## src/rtl/pwm_generator.sv

```systemverilog
// Purpose: fixed-period PWM whose duty is stepped +/-1 by two debounced push buttons.
// Latency: button rise to duty update <= 2 + DEBOUNCE_DIV + 1 cycles; duty change seen on PWM_OUT one cycle later.
// Backpressure: none; free-running output, buttons are level inputs sampled continuously.
module pwm_generator #(
    parameter int PERIOD       = 10,
    parameter int DUTY_RESET   = 5,
    parameter int DEBOUNCE_DIV = 4
) (
    input  logic clk,
    input  logic rst,
    input  logic increase_duty,
    input  logic decrease_duty,
    output logic PWM_OUT
);

    // Counter and duty share one width so the output compare needs no padding.
    localparam int W     = $clog2(PERIOD + 1);
    localparam int DIV_W = (DEBOUNCE_DIV > 1) ? $clog2(DEBOUNCE_DIV) : 1;

    localparam logic [W-1:0]     CNT_LAST  = W'(PERIOD - 1);
    localparam logic [W-1:0]     DUTY_MAX  = W'(PERIOD);
    localparam logic [W-1:0]     DUTY_INIT = W'(DUTY_RESET);
    localparam logic [DIV_W-1:0] DIV_LAST  = DIV_W'(DEBOUNCE_DIV - 1);

    // Bit 0 = increase button, bit 1 = decrease button.
    logic [1:0] btn;
    logic [1:0] sync1_q, sync2_q;
    logic [1:0] db0_q, db1_q;
    logic [1:0] ev_q, ev_d;

    logic [DIV_W-1:0] div_q, div_d;
    logic             en;

    logic [W-1:0] cnt_q, cnt_d;
    logic [W-1:0] duty_q, duty_d;
    logic         pwm_q, pwm_d;

    assign btn = {decrease_duty, increase_duty};

    // Two-flop synchronizer for both buttons.
    always_ff @(posedge clk or posedge rst) begin
        if (rst) begin
            sync1_q <= '0;
            sync2_q <= '0;
        end else begin
            sync1_q <= btn;
            sync2_q <= sync1_q;
        end
    end

    // Sample-enable divider: en fires on the last count of each DEBOUNCE_DIV window.
    always_comb begin
        en    = (div_q == DIV_LAST);
        div_d = en ? '0 : div_q + DIV_W'(1);
    end

    always_ff @(posedge clk or posedge rst) begin
        if (rst) div_q <= '0;
        else     div_q <= div_d;
    end

    // Event when the newly sampled value is high and the previous sample was low.
    always_comb begin
        ev_d = en ? (sync2_q & ~db0_q) : 2'b00;
    end

    // Debounce sample shift and registered one-cycle press events.
    always_ff @(posedge clk or posedge rst) begin
        if (rst) begin
            db0_q <= '0;
            db1_q <= '0;
            ev_q  <= '0;
        end else begin
            if (en) begin
                db0_q <= sync2_q;
                db1_q <= db0_q;
            end
            ev_q <= ev_d;
        end
    end

    // Saturating duty update; simultaneous events cancel.
    always_comb begin
        duty_d = duty_q;
        if (ev_q[0] && !ev_q[1] && (duty_q < DUTY_MAX))
            duty_d = duty_q + W'(1);
        else if (ev_q[1] && !ev_q[0] && (duty_q != '0))
            duty_d = duty_q - W'(1);
    end

    // Free-running period counter and the output compare.
    always_comb begin
        cnt_d = (cnt_q == CNT_LAST) ? '0 : cnt_q + W'(1);
        pwm_d = (cnt_q < duty_q);
    end

    // Duty, period counter and registered PWM output.
    always_ff @(posedge clk or posedge rst) begin
        if (rst) begin
            duty_q <= DUTY_INIT;
            cnt_q  <= '0;
            pwm_q  <= 1'b0;
        end else begin
            duty_q <= duty_d;
            cnt_q  <= cnt_d;
            pwm_q  <= pwm_d;
        end
    end

    assign PWM_OUT = pwm_q;

endmodule

```

## config.mk

```make
export PLATFORM = sky130hd
export DESIGN_NAME = pwm_generator
export DESIGN_NICKNAME = d
export VERILOG_FILES = /design/src/rtl/pwm_generator.sv
export SDC_FILE = /design/constraint.sdc
export NUM_CORES = 1
export LEC_CHECK = 0
export ABC_AREA = 1
export BUFFER_PORTS_ARGS = -buffer_cell sky130_fd_sc_hd__buf_2
export CAP_MARGIN = 20
export CORE_MARGIN = 4
export CORE_UTILIZATION = 60
export DETAILED_ROUTE_END_ITERATION = 12
export PLACE_DENSITY = 0.86
export SYNTH_ARGS = -nofsm -noshare
export SYNTH_HDL_FRONTEND = slang
export SYNTH_SLANG_ARGS = --single-unit
```

## constraint.sdc

```tcl
create_clock -name clk -period 3.9 [get_ports clk]
set_input_delay 0.78 -clock clk [delete_from_list [all_inputs] [get_ports clk]]
set_output_delay 0.78 -clock clk [all_outputs]
set_load 0.005 [all_outputs]
```

* After elaboration in Yosys (flattened, before gate mapping)
Index checks and enable logic that the tools add are counted.
Operators by class: add/sub/neg operators 4, order comparisons 2, equal/unequal tests 2, multiplexer cells 5, bitwise logic cells 2, reductions and logical operators 8
Operators with widths (number):
- 4-bit two-way mux | 3
- 4-bit by 1-bit adder with 4-bit output, second input constant | 2
- 4-bit equality test, second input constant | 1
- 1-bit logical AND | 4
- 4-bit < comparator | 1
- 4-bit < comparator, second input constant | 1
- 2-bit two-way mux | 2
- 4-bit nonzero test | 1
- 4-bit by 1-bit subtractor with 4-bit output, second input constant | 1
- 2-bit by 1-bit adder with 2-bit output, second input constant | 1
- 2-bit AND | 1
- 2-bit equality test, second input constant | 1
- 1-bit logical NOT | 2
- 2-bit inverter | 1
- 2-bit nonzero test | 1
Storage, ports and cells: bits in registers 19, input port bits 4

* Depth between registers and ports, before layout
Gate-level depths: netlist of run 1.
depth in word-level cells 5, gate-level depth with buffers 12

* Worst setup path before layout of run 1
OpenSTA, ideal clock, no wires.
path kind register to register, start register duty_q[2], end register duty_q[3], setup time 0.116 ns, arrival 1.505 ns, data required time 3.784 ns, slack 2.278 ns, cell stages (with the launch flop) 12, cell sequence dfstp_2 -> nor2_2 -> nor2_2 -> nor2_4 -> inv_2 -> ha_1 -> nor2_1 -> inv_1 -> nand2_1 -> nand3_1 -> nand3_1 -> nand2_1
Between the ends: longest elaborated chain between the ends 3
Ends and longest elaborated chain:
- start, declared | line 35 | logic [W-1:0] duty_q, duty_d;
- start signal, assigned | line 104 | duty_q <= duty_d;
- 4-bit by 1-bit subtractor with 4-bit output, or another cell as far along | line 88 | duty_d = duty_q - W'(1);
- 4-bit two-way mux, or another cell as far along | line 87 | else if (ev_q[1] && !ev_q[0] && (duty_q != '0))
- 4-bit two-way mux or 2-bit nonzero test (tied branches)
Parallel ways exist; a longest one is shown, timed or not. The select of a mux whose other input is x is not followed. A chain may end at the register's enable or synchronous reset.

* Worst setup path after layout of run 1
Same ends and word-level chain as after synthesis.

==> results.json, run 1 <==
{
  "ant_nets": 0,
  "setup_violations": 0,
  "reg2reg_from": "duty_q[2]",
  "regToRegEndpoint": "duty_q[3]",
  "dpl.cell_count": 107,
  "routed-wl-met3_um": 41,
  "grt-ovfl-total": 0,
  "synth-main-ff-cell": "dfrtp_1",
  "hp-start": "sync1_q[1]",
  "power.density_cell_area_mw_per_mm2": 549,
  "synth_cells": 88,
  "dr.pass1.iters": 4,
  "fin_crit_ns": 1.75,
  "run_status": "finished, final reports clean",
  "design.die.area_mm2": 0.00210,
  "grt.total_usage_pct": 15.8,
  "static-leakage-power_nw": 0.479,
  "maxUsedRoutingLayer": "met4",
  "final_net_count": 108,
  "worst_ep_arrival_time_ns": 1.95,
  "global_route_wire_length_before_repair_um": 2300,
  "setup.reg_to_reg.worst_slack_ns": 2.15,
  "clock-root-buffer": "clkbuf_4",
  "synth_top_area_cell": "dfrtp_1",
  "detail_route.wirelength.met1_um": 571,
  "grt_max_degree": 20,
  "total_number_of_h_tree_levels": 1,
  "post_route_setup_tns_ns": 0,
  "clock_sinks": 19,
  "share_of_synthesized_cell_area_in_and_or_nand_and_nor_gates_pct": 19.8,
  "instances_no_fill": 111,
  "clk_pin_slew_ns": 0.10,
  "hold_depth": 0,
  "finalCoreUtilization_pct": 69.5,
  "postSynthAreaPerCell_um2": 9.78,
  "wl_per_cell_um": 11.5,
  "synth_enable_flop_cells": 0,
  "clock_tree_from_tritoncts": "built",
  "fin_hold_ws_ns": 0.362,
  "yosysUniqueCellTypes": 19,
  "buffer_ports.inserted": 4,
  "met2RoutedLength_um": 634,
  "ant_diodes": 0,
  "detail_route.vias_per_cell": 5.15,
  "vias": 572,
  "cts_buf_count": 3,
  "fraction_of_layout_instances_using_a_drive_strength_above_1_pct": 18.8,
  "max-vdd-ir-drop_v": 0.000286,
  "die_height_um": 45.9,
  "synth_async_reset_ratio_pct": 100,
  "post_cts.repair.setup_buffers": 0,
  "final.setup_skew_ns": 0.00358,
  "synth.area.mux_share_pct": 0,
  "initial_utilization_pct": 64.5,
  "number_of_max_slew_violations_in_the_final_report": 0,
  "ioPinCount": 5,
  "timing_worst_setup_path_type": "flop to flop",
  "achievable-frequency_mhz": 572,
  "placement_rows": 13,
  "post_synth_main_area_contributors": "dfrtp_1, ha_1, nand2_1, dfstp_2, inv_1",
  "part_of_the_cycle_the_worst_path_needs_pct": 44.9,
  "via_count_of_the_first_global_routing_pass": 570,
  "syn_to_final_growth_pct": 7.70,
  "timing_worst_slew_pin_value_ns": 0.668,
  "routabilityCongestion": 0.756,
  "die_x_um": 45.9,
  "post_synth_fa_ha_maj_area_fraction_pct": 11.0,
  "p_total_w": 0.000509,
  "yosys_warnings": 0,
  "slew_headroom_pct": 55.4,
  "drt_iter0_drc": 10,
  "r2r.worst_path.cells": 11,
  "synth-compound-area-share_pct": 6.98,
  "synth_common_cells": "nand2_1, dfrtp_1, inv_1",
  "max_cap_viols": 0,
  "post_synth_instance_area_um2": 861,
  "detail_route.drc_violations": 0,
  "core_box_area_mm2": 0.00133,
  "synth_sequential_area_ratio_pct": 55.5,
  "most_repeated_cell_in_the_gate_level_netlist_after_synthesis": "nand2_1",
  "number_of_cells_upsized_or_downsized_after_cts": 0,
  "crit_fanout": 7,
  "hold_viol_final": 0,
  "number_of_antenna_violations_at_the_first_check_in_global_routing": 0,
  "worst-endpoint-required_ns": 4.10,
  "holdPathEnd": "sync2_q[1]",
  "worst_hold_path_type": "flop to flop",
  "worst_skew_pair.late_latency_ns": 0.29,
  "yosys.area.top_type_share_pct": 49.4,
  "setup.worst_path.end_class": "flop",
  "ctsLongestPathBuffers": 2,
  "combinational_family_with_the_most_area_after_synthesis": "simple AND/OR/NAND/NOR gates",
  "synth_nets": 99,
  "ys_seq_elements": 19,
  "setup_repair_after_global_routing_missed_its_margin": "no",
  "critPathLaunchType": "flop",
  "synthXorXnorAreaFrac_pct": 1.02,
  "totalWireLength_um": 1280,
  "post_cts_hold_buffer_count": 0,
  "place_hpwl_um": 991
}
==> worst max path at each step <==
stage                    from   endpoint  cells after the start
floorplan           duty_q[2]  duty_q[3]                     11
global placement    duty_q[2]  duty_q[3]                     11
detailed placement  duty_q[2]  duty_q[3]                     11
CTS                 duty_q[2]  duty_q[3]                     11
global route        duty_q[1]  duty_q[3]                     11
finish              duty_q[2]  duty_q[3]                     11
==> cell usage in the layout, fill, tap and decap left out <==
cell,Yosys,final
ha_1,6,6
nand3_1,6,6
inv_2,2,2
clkbuf_4,0,3
inv_1,11,11
xor2_1,1,1
o21a_1,1,1
nand2_1,19,19
a21o_1,1,1
nand2_2,2,2
o22a_1,1,1
nor2_2,3,3
dfstp_2,2,2
nor2_1,7,7
clkinv_2,0,1
o21ai_0,3,3
fa_1,1,1
a31oi_1,1,1
buf_2,0,4
a21oi_1,3,3
nor2_4,1,1
dfrtp_1,17,17
==> through the flow <==
stage | area (um^2) | worst slack, ns
2_1_floorplan | 861 | 2.28
3_3_place_gp | 900 | 2.19
3_5_place_dp | 900 | 2.14
4_1_cts | 927 | 2.13
5_1_grt | 927 | 1.99
6_report | 927 | 2.15
==> critical path, stage by stage, from the launching register on <==
cell,delay [ns]
dfstp_2,0.58
nor2_2,0.05
nor2_2,0.13
nor2_4,0.04
inv_2,0.11
ha_1,0.27
nor2_1,0.14
inv_1,0.05
nand2_1,0.06
nand3_1,0.08
nand3_1,0.09
nand2_1,0.05
==> cell families (layout without fill, tap and decap cells) <==
family                     Yosys count  count (layout)
adders and majority gates            7               7
AOI/OAI and AO/OA                   10              10
and+or+nand+nor                     38              38
DFF                                 19              19
xor gates and xnor gates             1               1
buffers and inverters               13              21
==> layout make-up <==
cell class,count,area [um^2]
Inverter,13,48.8
Tap cell,15,18.8
Clock buffer,3,22.5
Fill cell,105,407
Multi-Input combinational cell,56,334
Clock inverter,1,5.00
Timing Repair Buffer,4,20.0
Sequential cell,19,478
==> registers in the layout (all words and copies together), names as in the netlist <==
| signal | count |
|---|---|
| cnt_q | 4 |
| ev_q | 2 |
| sync2_q | 2 |
| duty_q | 4 |
| sync1_q | 2 |
| PWM_OUT | 1 |
| div_q | 2 |
| db0_q | 2 |
==> power breakdown <==
group,switching [W],internal [W],total (W)
Combinational,0.0000846,0.0000640,0.000149
Clock,0.0000581,0.0000382,0.0000963
Sequential,0.0000312,0.000233,0.000264
Total,0.000174,0.000335,0.000509
==> layer usage <==
layer	up-vias	track usage (%)
met1	267	18.2
met2	7	26.1
met3	5	4.74
met5	-	0
li1	293	-
met4	0	8.52
(Power assumes the default switching activity.)
==> run 2, diff against run 1 <==
--- a/config.mk
+++ b/config.mk
@@ -5,13 +5,13 @@
 export SDC_FILE = /design/constraint.sdc
 export NUM_CORES = 1
 export LEC_CHECK = 0
-export ABC_AREA = 1
+export ABC_AREA = 0
 export BUFFER_PORTS_ARGS = -buffer_cell sky130_fd_sc_hd__buf_2
 export CAP_MARGIN = 20
 export CORE_MARGIN = 4
-export CORE_UTILIZATION = 60
+export CORE_UTILIZATION = 56
 export DETAILED_ROUTE_END_ITERATION = 12
-export PLACE_DENSITY = 0.86
+export PLACE_DENSITY = 0.81
 export SYNTH_ARGS = -nofsm -noshare
 export SYNTH_HDL_FRONTEND = slang
 export SYNTH_SLANG_ARGS = --single-unit
==> constraint.sdc (replaced) <==
create_clock -name clk -period 1.7 [get_ports clk]
set_input_delay 0.34 -clock clk [delete_from_list [all_inputs] [get_ports clk]]
set_output_delay 0.34 -clock clk [all_outputs]
set_load 0.005 [all_outputs]
==> results.json, run 2 <==
{
  "run_status": "complete, but fails checks",
  "violations": "setup timing",
  "buffers_inverters_on_critical_path": 0,
  "core_box_area_mm2": 0.00138,
  "grt.total_usage_pct": 17.2,
  "ioPinCount": 5,
  "fin_crit_ns": 1.83,
  "part_of_the_cycle_the_worst_path_needs_pct": 108,
  "vias": 567,
  "max-vdd-ir-drop_v": 0.000950,
  "r2r.worst_path.cells": 7,
  "worst_ep_arrival_time_ns": 2.04,
  "crit_fanout": 3,
  "synth-main-ff-cell": "dfrtp_1",
  "worst-endpoint-required_ns": 1.91,
  "slew_headroom_pct": 72.6,
  "clock-root-buffer": "clkbuf_4",
  "reg.largest.list": "cnt_q: 4 flops, duty_q: 4 flops",
  "global_route.peak_usage_layer": "met2",
  "design.die.area_mm2": 0.00224,
  "fraction_of_layout_instances_using_a_drive_strength_above_1_pct": 34.8,
  "wl_per_cell_um": 14.0,
  "final.setup_skew_ns": 0.0137,
  "grt_util_met2_pct": 27.3,
  "groute.layer.met3.usage_pct": 3.45,
  "fin_hold_ws_ns": 0.00163,
  "max_cap_viols": 0,
  "die_height_um": 47.4,
  "setup.worst_path.end_class": "flop",
  "critPathSlowestCell": "dfrtp_2",
  "global_route_wire_length_before_repair_um": 2560,
  "timing.critical_path.max_delay_family": "flip-flops",
  "setup_ws_ns": -0.129,
  "power.density_cell_area_mw_per_mm2": 1290,
  "critPathLaunchType": "flop",
  "timing_worst_slew_pin_value_ns": 0.410,
  "grt_max_degree": 12,
  "postSynthAreaPerCell_um2": 12.2,
  "worst_skew_pair.late_latency_ns": 0.30,
  "reg2reg_from": "duty_q[1]",
  "synth_sequential_area_ratio_pct": 55.0,
  "most_repeated_cell_in_the_gate_level_netlist_after_synthesis": "dfrtp_1",
  "clk_pin_slew_ns": 0.11,
  "synth_common_cells": "dfrtp_1, inv_1, nand2_1",
  "ant_nets": 0,
  "crit_path_max_incr_delay_ns": 0.42,
  "clock_tree_from_tritoncts": "built",
  "total_number_of_h_tree_levels": 1,
  "placement_rows": 13,
  "ys_seq_elements": 19,
  "regToRegEndpoint": "duty_q[3]",
  "clock_sinks": 19,
  "yosys_warnings": 0,
  "dr.pass1.iters": 3,
  "yosys.area.top_type_share_pct": 49.0,
  "post_synth_main_area_contributors": "dfrtp_1, ha_1, dfstp_2, mux2i_1, inv_1",
  "drt_iter0_drc": 5,
  "detail_route.drc_violations": 0,
  "grt-ovfl-total": 0,
  "dpl-instance-area_um2": 985,
  "cp_cell_sequence": "o21ai_2 > nand3b_1 > ha_4 > nand3_2 > nand2_2 > mux2_4 > a32oi_1",
  "worst_hold_path_type": "input pin to asynchronous set/reset pin",
  "synth_async_reset_ratio_pct": 100,
  "detail_route.vias_per_cell": 5.45,
  "synth_top_area_cell": "dfrtp_1",
  "synth_enable_flop_cells": 0,
  "layout.cells.most_common_list": "dfrtp_1, buf_4, inv_1",
  "final_net_count": 101,
  "timing_worst_setup_path_type": "flop to flop",
  "place_hpwl_um": 1070,
  "buffer_ports.inserted": 4,
  "cts_buf_count": 3,
  "layout.cells.most_common": "dfrtp_1",
  "totalWireLength_um": 1460,
  "post_route_cell_area_mm2": 0.00105,
  "hold_viol_final": 0,
  "synth_cells": 71,
  "setup_repair_after_global_routing_missed_its_margin": "yes",
  "routabilityCongestion": 0.812,
  "static-leakage-power_nw": 0.512,
  "setup.reg_to_reg.worst_slack_ns": -0.13,
  "achievable-frequency_mhz": 547,
  "ant_diodes": 0,
  "grt.met1_usage_pct": 22.3,
  "number_of_max_slew_violations_in_the_final_report": 0,
  "syn_to_final_growth_pct": 21.3,
  "setup_violations": 3,
  "ctsLongestPathBuffers": 2,
  "fillers": 99,
  "synth_nets": 82,
  "initial_utilization_pct": 62.8,
  "via_count_of_the_first_global_routing_pass": 603,
  "post_synth_instance_area_um2": 868,
  "die_x_um": 47.4,
  "number_of_antenna_violations_at_the_first_check_in_global_routing": 0,
  "yosysUniqueCellTypes": 25
}
run 2: cell types whose count changed after synthesis, sizes merged, moves of 2 or more:
cell   change
nand2     -14
inv        -5
o41ai      +2
xnor2      +2
mux2i      +3
nor2       -9
nand3      -4
o21ai      +2
mux2       +3
run 2: how the worst max path moves through the flow:
stage	start	to	slack, ns	cells after the start
floorplan	duty_q[1]	duty_q[3]	-0.13	7
global placement	duty_q[1]	duty_q[3]	-0.008	7
detailed placement	duty_q[1]	duty_q[3]	-0.11	7
CTS	duty_q[1]	duty_q[3]	-0.12	7
global route	duty_q[1]	duty_q[1]	-0.21	6
finish	duty_q[1]	duty_q[3]	-0.13	7
run 2: through the flow:
step                total power [W]  setup WS [ns]  cells  setup TNS [ns]  util, %
floorplan                  0.000893         -0.130     71          -0.130        -
global placement            0.00102       -0.00793     98        -0.00793     71.2
detailed placement          0.00105         -0.113     98          -0.136     71.2
CTS                         0.00135         -0.118    103          -0.144     75.1
global route                0.00145         -0.215    104          -0.579     76.2
finish                      0.00136         -0.129    104          -0.307     76.2
run 2: report_power, final:
group / internal, W / switching (W)
Sequential: 0.000534 / 0.0000607
Clock: 0.0000876 / 0.000137
Combinational: 0.000279 / 0.000257
run 2: worst reg2reg max path, stage by stage, from the launching register on:
cell and delay, ns:
dfrtp_2 0.42, o21ai_2 0.14, nand3b_1 0.18, ha_4 0.35, nand3_2 0.09, nand2_2 0.08, mux2_4 0.29, a32oi_1 0.18
run 2: what timing repair did:
action,in CTS,in global routing
pin swaps,7,5
buffers inserted,1,1
hold buffers,0,0
setup endpoints to repair,2,3
gates resized for setup,4,2
run 2: final cells by class:
type	instances	area [um^2]	area share [%]
clock buffers	3	22.5	2.14
multi-input cells	44	399	37.9
flip-flops and latches	19	479	45.5
well taps	15	18.8	1.78
clock inverters	1	5.00	0.475
repair buffers	14	98.8	9.38
inverters	8	30.0	2.85
run 2: cells by family after synthesis:
group	share of synthesized area (%)
AOI/OAI and AO/OA	12.1
muxes	7.78
and+or+nand+nor	7.64
buffers and inverters	3.46
DFF	55.0
adders and majority gates	11.0
xor gates and xnor gates	3.03
run 2: routing by layer:
layer / vias up / share of wire (%)
met1: 273 / 46
met3: 2 / 2.7
met2: 6 / 50
met5: - / 0
met4: 0 / 0.82
li1: 286 / -
==> run 3, diff against run 2 <==
--- a/config.mk
+++ b/config.mk
@@ -9,9 +9,11 @@
 export BUFFER_PORTS_ARGS = -buffer_cell sky130_fd_sc_hd__buf_2
 export CAP_MARGIN = 20
 export CORE_MARGIN = 4
-export CORE_UTILIZATION = 56
+export CORE_UTILIZATION = 60
+export CTS_BUF_LIST = sky130_fd_sc_hd__clkbuf_4
+export CTS_CLUSTER_DIAMETER = 150
 export DETAILED_ROUTE_END_ITERATION = 12
-export PLACE_DENSITY = 0.81
+export PLACE_DENSITY = 0.86
 export SYNTH_ARGS = -nofsm -noshare
 export SYNTH_HDL_FRONTEND = slang
 export SYNTH_SLANG_ARGS = --single-unit
==> results.json, run 3 (same netlist as run 2, synthesis figures left out) <==
{
  "number_of_antenna_violations_at_the_first_check_in_global_routing": 0,
  "grt_max_degree": 12,
  "post_cts_hold_buffer_count": 0,
  "post_cts.repair.setup_buffers": 0,
  "detail_route.drc_violations": 0,
  "critPathLaunchType": "flop",
  "setup_repair_after_global_routing_missed_its_margin": "yes",
  "worst-endpoint-required_ns": 1.91,
  "total_number_of_h_tree_levels": 1,
  "p_total_w": 0.00130,
  "cp.depth": 7,
  "routabilityCongestion": 0.816,
  "dpl.cell_count": 98,
  "ioPinCount": 5,
  "wl_per_cell_um": 14.9,
  "slew_headroom_pct": 71.3,
  "setup.worst_path.end_class": "flop",
  "initial_utilization_pct": 65.1,
  "clk_pin_slew_ns": 0.10,
  "cts_buf_count": 3,
  "post_route_cell_area_mm2": 0.00103,
  "clock_sinks": 19,
  "pwr-share-comb_pct": 37.2,
  "worst_skew_pair.late_latency_ns": 0.28,
  "clock_tree_from_tritoncts": "built",
  "buffer_ports.inserted": 4,
  "dr.pass1.iters": 4,
  "hold_viol_final": 0,
  "dpl-instance-area_um2": 985,
  "share_clk_of_total_power_pct": 17.8,
  "detail_route.vias_per_cell": 5.56,
  "netSwitchingFraction_pct": 31.9,
  "timing_worst_setup_path_type": "flop to flop",
  "cp_cell_sequence": "o21ai_1 > nand3b_1 > ha_4 > a21oi_2 > nand2_2 > mux2_4 > a32oi_1",
  "netSwitchingPower_w": 0.000415,
  "drt_iter0_drc": 19,
  "timing.critical_path.max_delay_family": "flip-flops",
  "layout.cells.most_common": "dfrtp_1",
  "grt.total_usage_pct": 17.4,
  "number_of_max_slew_violations_in_the_final_report": 0,
  "global_route_wire_length_before_repair_um": 2530,
  "die_height_um": 46.0,
  "setup_ws_ns": -0.0793,
  "clock-root-buffer": "clkbuf_4",
  "design.die.area_mm2": 0.00212,
  "timing_worst_slew_pin_value_ns": 0.430,
  "instances_no_fill": 102,
  "static-leakage-power_nw": 0.499,
  "crit_path_max_incr_delay_ns": 0.54,
  "power.density_cell_area_mw_per_mm2": 1270,
  "part_of_the_cycle_the_worst_path_needs_pct": 105,
  "core_box_area_mm2": 0.00133,
  "totalWireLength_um": 1520,
  "via_count_of_the_first_global_routing_pass": 582,
  "max_cap_viols": 0,
  "post-place-ws_ns": -0.0686,
  "ant_diodes": 0,
  "ctsLongestPathBuffers": 2,
  "place_hpwl_um": 1210,
  "vias": 567,
  "buffers_inverters_on_critical_path": 0,
  "ant_nets": 0,
  "max-vdd-ir-drop_v": 0.000981,
  "violations": "setup timing",
  "critPathSlowestCell": "dfstp_2",
  "p_seq_share_pct": 45.1,
  "fin_crit_ns": 1.78,
  "fraction_of_layout_instances_using_a_drive_strength_above_1_pct": 32.2,
  "reg.largest.list": "cnt_q: 4 flops, duty_q: 4 flops",
  "die_x_um": 46.0,
  "worst_ep_arrival_time_ns": 1.99,
  "layout.cells.most_common_list": "dfrtp_1, inv_1, buf_4",
  "grt-ovfl-total": 0,
  "run_status": "complete, but fails checks",
  "syn_to_final_growth_pct": 18.2,
  "fin_hold_ws_ns": 0.0325,
  "crit_fanout": 3,
  "placement_rows": 13,
  "internal_power_w": 0.000886,
  "final.setup_skew_ns": 0.00202,
  "worst_hold_path_type": "input pin to asynchronous set/reset pin",
  "final_net_count": 99,
  "achievable-frequency_mhz": 562,
  "setup_violations": 2,
  "r2r.worst_path.cells": 7
}
[run 3: changes by cell type in the layout (fill, tap and decap cells not counted), sizes merged]
cell,before,now
buf,14,12
clkbuf,3,4
clkinv,1,0
[run 3: worst paths after layout]
check                              start    endpoint  slack, ns
setup / recovery               duty_q[2]   duty_q[3]      -0.08
hold / removal                       rst    div_q[0]       0.03
setup reg to reg               duty_q[2]   duty_q[3]      -0.08
hold reg to reg               sync1_q[0]  sync2_q[0]       0.36
max in group asynchronous            rst     ev_q[1]       1.19
min in group clk           increase_duty  sync1_q[0]       0.16
[run 3: layout make-up]
type	count	area [um^2]
multi-input combinational	44	388
sequential	19	479
clock buffer	4	30.0
inverter	8	30.0
timing repair buffer	12	80.1
fill	82	308
tap	15	18.8
[run 3: power by group through the flow]
stage               Clock, W  Combinational, W  Sequential (W)
finish              0.000231          0.000483        0.000586
floorplan                  0          0.000267        0.000626
CTS                 0.000237          0.000488        0.000589
detailed placement         0          0.000465        0.000595
global placement           0          0.000433        0.000591
global route        0.000257          0.000540        0.000595
[run 3: metal layers]
layer,global-route usage [%],vias up,wire length (um),part of all wire [%]
met5,0,-,0,0
met4,7.39,0,27,1.8
met3,2.77,4,59,3.9
met2,30.5,13,773,51
met1,20.7,272,664,44
li1,-,278,-,-
[run 3: worst register-to-register path: stages (launching register included)]
cell,delay (ns)
dfstp_2,0.54
o21ai_1,0.06
nand3b_1,0.17
ha_4,0.24
a21oi_2,0.16
nand2_2,0.07
mux2_4,0.29
a32oi_1,0.18
[run 3: what timing repair did]
action | 4_1_cts | 5_1_grt
gates resized for setup | 3 | 0
endpoints found under the hold margin | 0 | 0
pin swaps | 7 | 0
setup endpoints to repair | 2 | 3
[run 3: through the flow]
stage	setup TNS (ns)	util, %
2_1_floorplan	-0.130	-
5_1_grt	-0.340	76.9
3_3_place_gp	-0.0215	73.8
6_report	-0.113	76.9
3_5_place_dp	-0.108	73.8
4_1_cts	-0.139	76.9
